<file path="src/rtl/mux_sel_pkg.sv">
// Shared definitions for the mux select arbiter.
//   CH_N   : number of mux channels (4)
//   IDX_W  : width of a channel index (2)
//   state_e: arbiter FSM states
//   onehot : channel index -> one-hot grant vector
package mux_sel_pkg;

  localparam int CH_N  = 4;
  localparam int IDX_W = 2;

  typedef enum logic [0:0] {
    IDLE = 1'b0,
    HOLD = 1'b1
  } state_e;

  function automatic logic [CH_N-1:0] onehot(input logic [IDX_W-1:0] idx);
    logic [CH_N-1:0] v;
    v      = '0;
    v[idx] = 1'b1;
    return v;
  endfunction

endpackage

</file>
<file path="src/rtl/mux_sel_arbiter_rr_picker.sv">
// Combinational round-robin picker.
//   req    [3:0] in  : per-channel requests
//   ptr    [1:0] in  : highest-priority channel for this search
//   any          out : at least one request is set
//   idx    [1:0] out : winning channel (first set bit from ptr upward, mod 4)
//   gnt_oh [3:0] out : one-hot of idx, zero when no request
module rr_picker
  import mux_sel_pkg::*;
(
  input  logic [CH_N-1:0]  req,
  input  logic [IDX_W-1:0] ptr,
  output logic             any,
  output logic [IDX_W-1:0] idx,
  output logic [CH_N-1:0]  gnt_oh
);

  logic [IDX_W-1:0] cand;

  always_comb begin
    any  = 1'b0;
    idx  = ptr;
    cand = ptr;
    // Index arithmetic is IDX_W bits wide, so ptr+i wraps modulo CH_N.
    for (int i = 0; i < CH_N; i++) begin
      cand = ptr + IDX_W'(i);
      if (!any && req[cand]) begin
        any = 1'b1;
        idx = cand;
      end
    end
    gnt_oh = any ? onehot(idx) : '0;
  end

endmodule

</file>
<file path="src/rtl/mux_sel_arbiter.sv">
// Round-robin select sequencer driving the S1/S0 lines of a 4:1 data mux.
// Each grant is held for DWELL cycles; all outputs are registered.
//   clk        in  : rising-edge clock
//   rst_n      in  : asynchronous active-low reset
//   en         in  : arbitration enable (no new grant while low)
//   req  [3:0] in  : per-channel requests, bit i selects mux input Di
//   lock       in  : extend current grant at end of dwell (MUX_SEL_LOCK_EN only)
//   S0, S1     out : mux select, channel index bits 0/1
//   gnt  [3:0] out : one-hot grant, zero when idle
//   valid      out : grant active
//   done       out : one-cycle pulse in the first cycle after a grant ends
// Optional feature macro: MUX_SEL_LOCK_EN (adds the lock port).
module mux_sel_arbiter
  import mux_sel_pkg::*;
#(
  parameter  int DWELL = 4,                 // legal range 1..255
  localparam int CNT_W = $clog2(DWELL + 1)
) (
  input  logic            clk,
  input  logic            rst_n,
  input  logic            en,
  input  logic [CH_N-1:0] req,
`ifdef MUX_SEL_LOCK_EN
  input  logic            lock,
`endif
  output logic            S0,
  output logic            S1,
  output logic [CH_N-1:0] gnt,
  output logic            valid,
  output logic            done
);

  state_e           state_q, state_d;
  logic [CNT_W-1:0] cnt_q, cnt_d;
  logic [IDX_W-1:0] ptr_q, ptr_d;
  logic [IDX_W-1:0] sel_q, sel_d;
  logic [CH_N-1:0]  gnt_q, gnt_d;
  logic             valid_q, valid_d;
  logic             done_q, done_d;

  logic             pick_any;
  logic [IDX_W-1:0] pick_idx;
  logic [CH_N-1:0]  pick_oh;
  logic             lock_w;
  logic             can_arb;

`ifdef MUX_SEL_LOCK_EN
  assign lock_w = lock;
`else
  assign lock_w = 1'b0;
`endif

  rr_picker u_picker (
    .req    (req),
    .ptr    (ptr_q),
    .any    (pick_any),
    .idx    (pick_idx),
    .gnt_oh (pick_oh)
  );

  // Arbitration happens from IDLE, or at the last dwell cycle unless locked.
  assign can_arb = (state_q == IDLE) ||
                   ((state_q == HOLD) && (cnt_q == '0) && !lock_w);

  always_comb begin
    state_d = state_q;
    cnt_d   = cnt_q;
    ptr_d   = ptr_q;
    sel_d   = sel_q;
    gnt_d   = gnt_q;
    valid_d = valid_q;
    done_d  = 1'b0;

    if ((state_q == HOLD) && (cnt_q != '0)) begin
      cnt_d = cnt_q - CNT_W'(1);
    end else if (can_arb) begin
      done_d = (state_q == HOLD);
      if (en && pick_any) begin
        state_d = HOLD;
        cnt_d   = CNT_W'(DWELL - 1);
        ptr_d   = pick_idx + IDX_W'(1);
        sel_d   = pick_idx;
        gnt_d   = pick_oh;
        valid_d = 1'b1;
      end else begin
        // Select lines keep the last index so the mux input stays put.
        state_d = IDLE;
        cnt_d   = '0;
        gnt_d   = '0;
        valid_d = 1'b0;
      end
    end
    // Otherwise: locked at end of dwell, everything holds.
  end

  always_ff @(posedge clk or negedge rst_n) begin
    if (!rst_n) begin
      state_q <= IDLE;
      cnt_q   <= '0;
      ptr_q   <= '0;
      sel_q   <= '0;
      gnt_q   <= '0;
      valid_q <= 1'b0;
      done_q  <= 1'b0;
    end else begin
      state_q <= state_d;
      cnt_q   <= cnt_d;
      ptr_q   <= ptr_d;
      sel_q   <= sel_d;
      gnt_q   <= gnt_d;
      valid_q <= valid_d;
      done_q  <= done_d;
    end
  end

  assign S0    = sel_q[0];
  assign S1    = sel_q[1];
  assign gnt   = gnt_q;
  assign valid = valid_q;
  assign done  = done_q;

endmodule
</file>
<file path="config.mk">
export PLATFORM = sky130hd
export DESIGN_NAME = mux_sel_arbiter
export DESIGN_NICKNAME = d
export VERILOG_FILES = /design/src/rtl/mux_sel_pkg.sv /design/src/rtl/mux_sel_arbiter_rr_picker.sv /design/src/rtl/mux_sel_arbiter.sv
export SDC_FILE = /design/constraint.sdc
export NUM_CORES = 1
export LEC_CHECK = 0
export CAP_MARGIN = 20
export CORE_UTILIZATION = 47
export CTS_CLUSTER_DIAMETER = 120
export CTS_CLUSTER_SIZE = 12
export DETAILED_ROUTE_END_ITERATION = 6
export MAX_ROUTING_LAYER = met4
export PLACE_DENSITY = 0.83
export SYNTH_ARGS = -nofsm -noshare
export SYNTH_HDL_FRONTEND = slang
export SYNTH_SLANG_ARGS = --single-unit
export TNS_END_PERCENT = 10
</file>
<file path="constraint.sdc">
create_clock -name clk -period 2.1 [get_ports clk]
set_input_delay 0.525 -clock clk [delete_from_list [all_inputs] [get_ports clk]]
set_output_delay 0.525 -clock clk [all_outputs]
set_load 0.02 [all_outputs]
</file>
==> reports/summary.txt <==
status: completed
Die W: 39.6 µm
capture point of the worst reg-to-reg path: ptr_q[0]
nets: 94
WS Path Type: in2reg
io pins: 15
core area: 1300 µm²
clk sinks: 13
Buffers on Ports: 14
Setup WS post-layout: 0.190 ns
Worst Hold Class: reg2reg
# setup viols final: 0
Post-DRT Antenna Nets: 0
CP arrival: 2.12 ns
final instance area: 880 µm²
fmax: 524 MHz
Post-Syn Instances: 62
Final Wtd Congestion: 0.760
Ys Warns: 0
syn_area_per_cell: 10.7 µm²
number of global-route vias before repair: 438
Total Power: 0.00125 W
remaining global-route overflow: 0
post-DR vias/cell: 5.05
unrepaired setup endpoints after global routing: false
cell depth of the worst setup path: 7
Worst EP required: 2.31 ns
Initial Util: 51.1%
Antenna diodes: 0
fin. max-slew vios: 0
Clock Skew: 0.000836 ns
CTS tree: done
H-tree depth: 1
Setup crit end: gnt[1]
TritonCTS Buffers: 3
die area: 1570 µm²
Crit-path slowest cell: clkdlybuf4s50_1
Resized cells post-CTS: 0
Bufs and invs on worst path: 2
drt pass-1 iters: 4
Synth Cell Area: 664 µm²
dpl hpwl: 986 µm
Critical Path Start: req[3]
WL final: 1.23 mm
layout cells sized above 1: 16.7%
Net Count, Synth: 71
Seq/Total Area, Yosys: 49.0%
Worst R2R Setup Slack: 0.49 ns
first-pass GRT wire length: 1.84 mm
Crit Path Max Fanout: 5
crit path launch type: input port
final core occ: 67.6%
largest net degree at the start of global routing: 14
Slew headroom: 61.4%
actual slew at the worst max-slew pin: 0.578 ns
Area Overhead vs Synth: 32.4%
Root Driver: clkbuf_4
worst skew pair latency: 0.27 ns
final setup TNS: 0 ns
final hold vios: 0
Max clock buf depth: 2
CP Cell Sequence: clkdlybuf4s50_1 -> buf_4 -> nor2b_1 -> o21ai_0 -> o221ai_2 -> nor4_1 -> a21o_1
CP Capture Type: register
gr usage total: 18.4%
FILL cells: 111
Area contributors post-synth: dfrtp_1 (49%), nand2_1 (5.1%), o41ai_4 (4.1%)
max cap viols: 0
R2R cell count: 8
minimum clock period: 1.91 ns
Netlist cell types: 28
Routed wire per std cell: 12.4 µm
Synth Register Bits: 13
Starting DRT DRC Count: 13
Max VDD drop: 824 µV
initial antenna violation count: 0
leak pwr: 0.411 nW
CP top delay family: buffers and inverters
Row Count: 13
fin crit share: 91.0%
post-synth top area share: 49.0%
Post-DP Area: 853 µm²
largest area contributor in the netlist: dfrtp_1
post-route DRC violation count: 0
Die Span Y: 39.6 µm
pre-CTS setup slack: -0.105 ns
Clk pin slew, worst setup/hold paths: 0.08 ns
r2r startpoint: cnt_q[0]
postcts setup bufs: 0
Pwr Density: 1420 nW/µm²
Post-CTS Hold Buffers: 0
via count: 500
slowest stage delay, CP: 0.59 ns
[cells by family after synthesis]
logic type | share of synthesized area, %
buf+inv | 4.52
fa+ha+maj | 3.77
compound gates | 17.5
mux | 2.26
simple gates | 20.3
flops | 49.0
xor+xnor | 2.64
[layout by cell type (no fill, tap or decap), types with 2 or more instances in the layout]
cell,netlist,routed
a21o_1,2,2
o21ai_0,5,5
buf_4,0,6
nand2b_1,2,2
o31ai_1,2,2
clkdlybuf4s50_1,0,14
dfrtp_1,13,13
ha_1,2,2
clkbuf_4,0,3
nor2_1,2,2
nand2_1,9,9
inv_1,4,4
nor2b_1,3,3
[through the flow]
stage,cells,hold slack (ns)
2_1_floorplan,62,0.229
3_3_place_gp,95,0.464
3_5_place_dp,95,0.473
4_1_cts,99,0.491
5_1_grt,99,0.513
6_report,99,0.483
[Yosys cell counts]
cell and n:
nor2b_1 3, nor4_1 1, o21ai_1 1, nand4b_1 1, buf_6 1, o41ai_4 1
dfrtp_1 13, nand2b_4 1, a2bb2oi_1 1, or3_1 1, o21ai_0 5, xnor2_1 1
a21o_1 2, a21oi_1 1, mux2_4 1, o31ai_1 2, ha_1 2, nand2b_1 2
and2_1 1, or2b_1 1, xor2_1 1, nor2_1 2, nand2_1 9, inv_1 4
buf_1 1, nor2_2 1, o221ai_2 1, nand3b_1 1
[per-layer routing]
metal	part of all wire, %	up-vias	global-route usage (%)	wire length, µm
li1	-	258	-	-
met5	0	-	-	0
met3	2.8	2	1.70	34
met2	50	10	29.1	611
met1	47	230	24.1	578
met4	0.24	0	7.76	3
[where the power goes]
| part | internal, W | leakage, nW | switching [W] | total, W |
|---|---|---|---|---|
| registers | 0.000368 | 0.162 | 0.0000755 | 0.000444 |
| clock network | 0.0000735 | 0.0150 | 0.0000802 | 0.000154 |
| logic | 0.000317 | 0.235 | 0.000337 | 0.000654 |
[area by class of cell]
cell class	instances	area (µm²)	area share, %
Tap cell	15	18.8	2.13
Clock buffer	4	26.3	2.99
Sequential cell	13	325	37.0
Multi-Input combinational cell	43	309	35.1
Timing Repair Buffer	20	185	21.1
Inverter	4	15.0	1.71
[sequential cells by signal, summed over array words and instances, names as in the netlist]
| signal | count |
|---|---|
| cnt_q | 3 |
| done | 1 |
| gnt | 4 |
| ptr_q | 2 |
| sel_q | 2 |
| valid | 1 |
[worst min path at each step]
stage                     slack (ns)  cells past startpoint     start       end
after floorplan                 0.23                      0     rst_n  cnt_q[0]
after global placement          0.46                      2    gnt[0]    gnt[0]
after detailed placement        0.47                      1    gnt[1]    gnt[1]
after CTS                       0.49                      2    gnt[2]    gnt[2]
after global routing            0.51                      1  sel_q[0]  sel_q[0]
final                           0.48                      2    gnt[2]    gnt[2]
[worst register-to-register path, stage by stage (launching register included)]
cell and delay, ns:
dfrtp_1 0.38, inv_1 0.08, ha_1 0.19, nand2b_4 0.06
nand2_1 0.16, or2b_1 0.31, buf_4 0.16, nor2_2 0.11
a21oi_1 0.05
(Power assumes the default switching activity.)
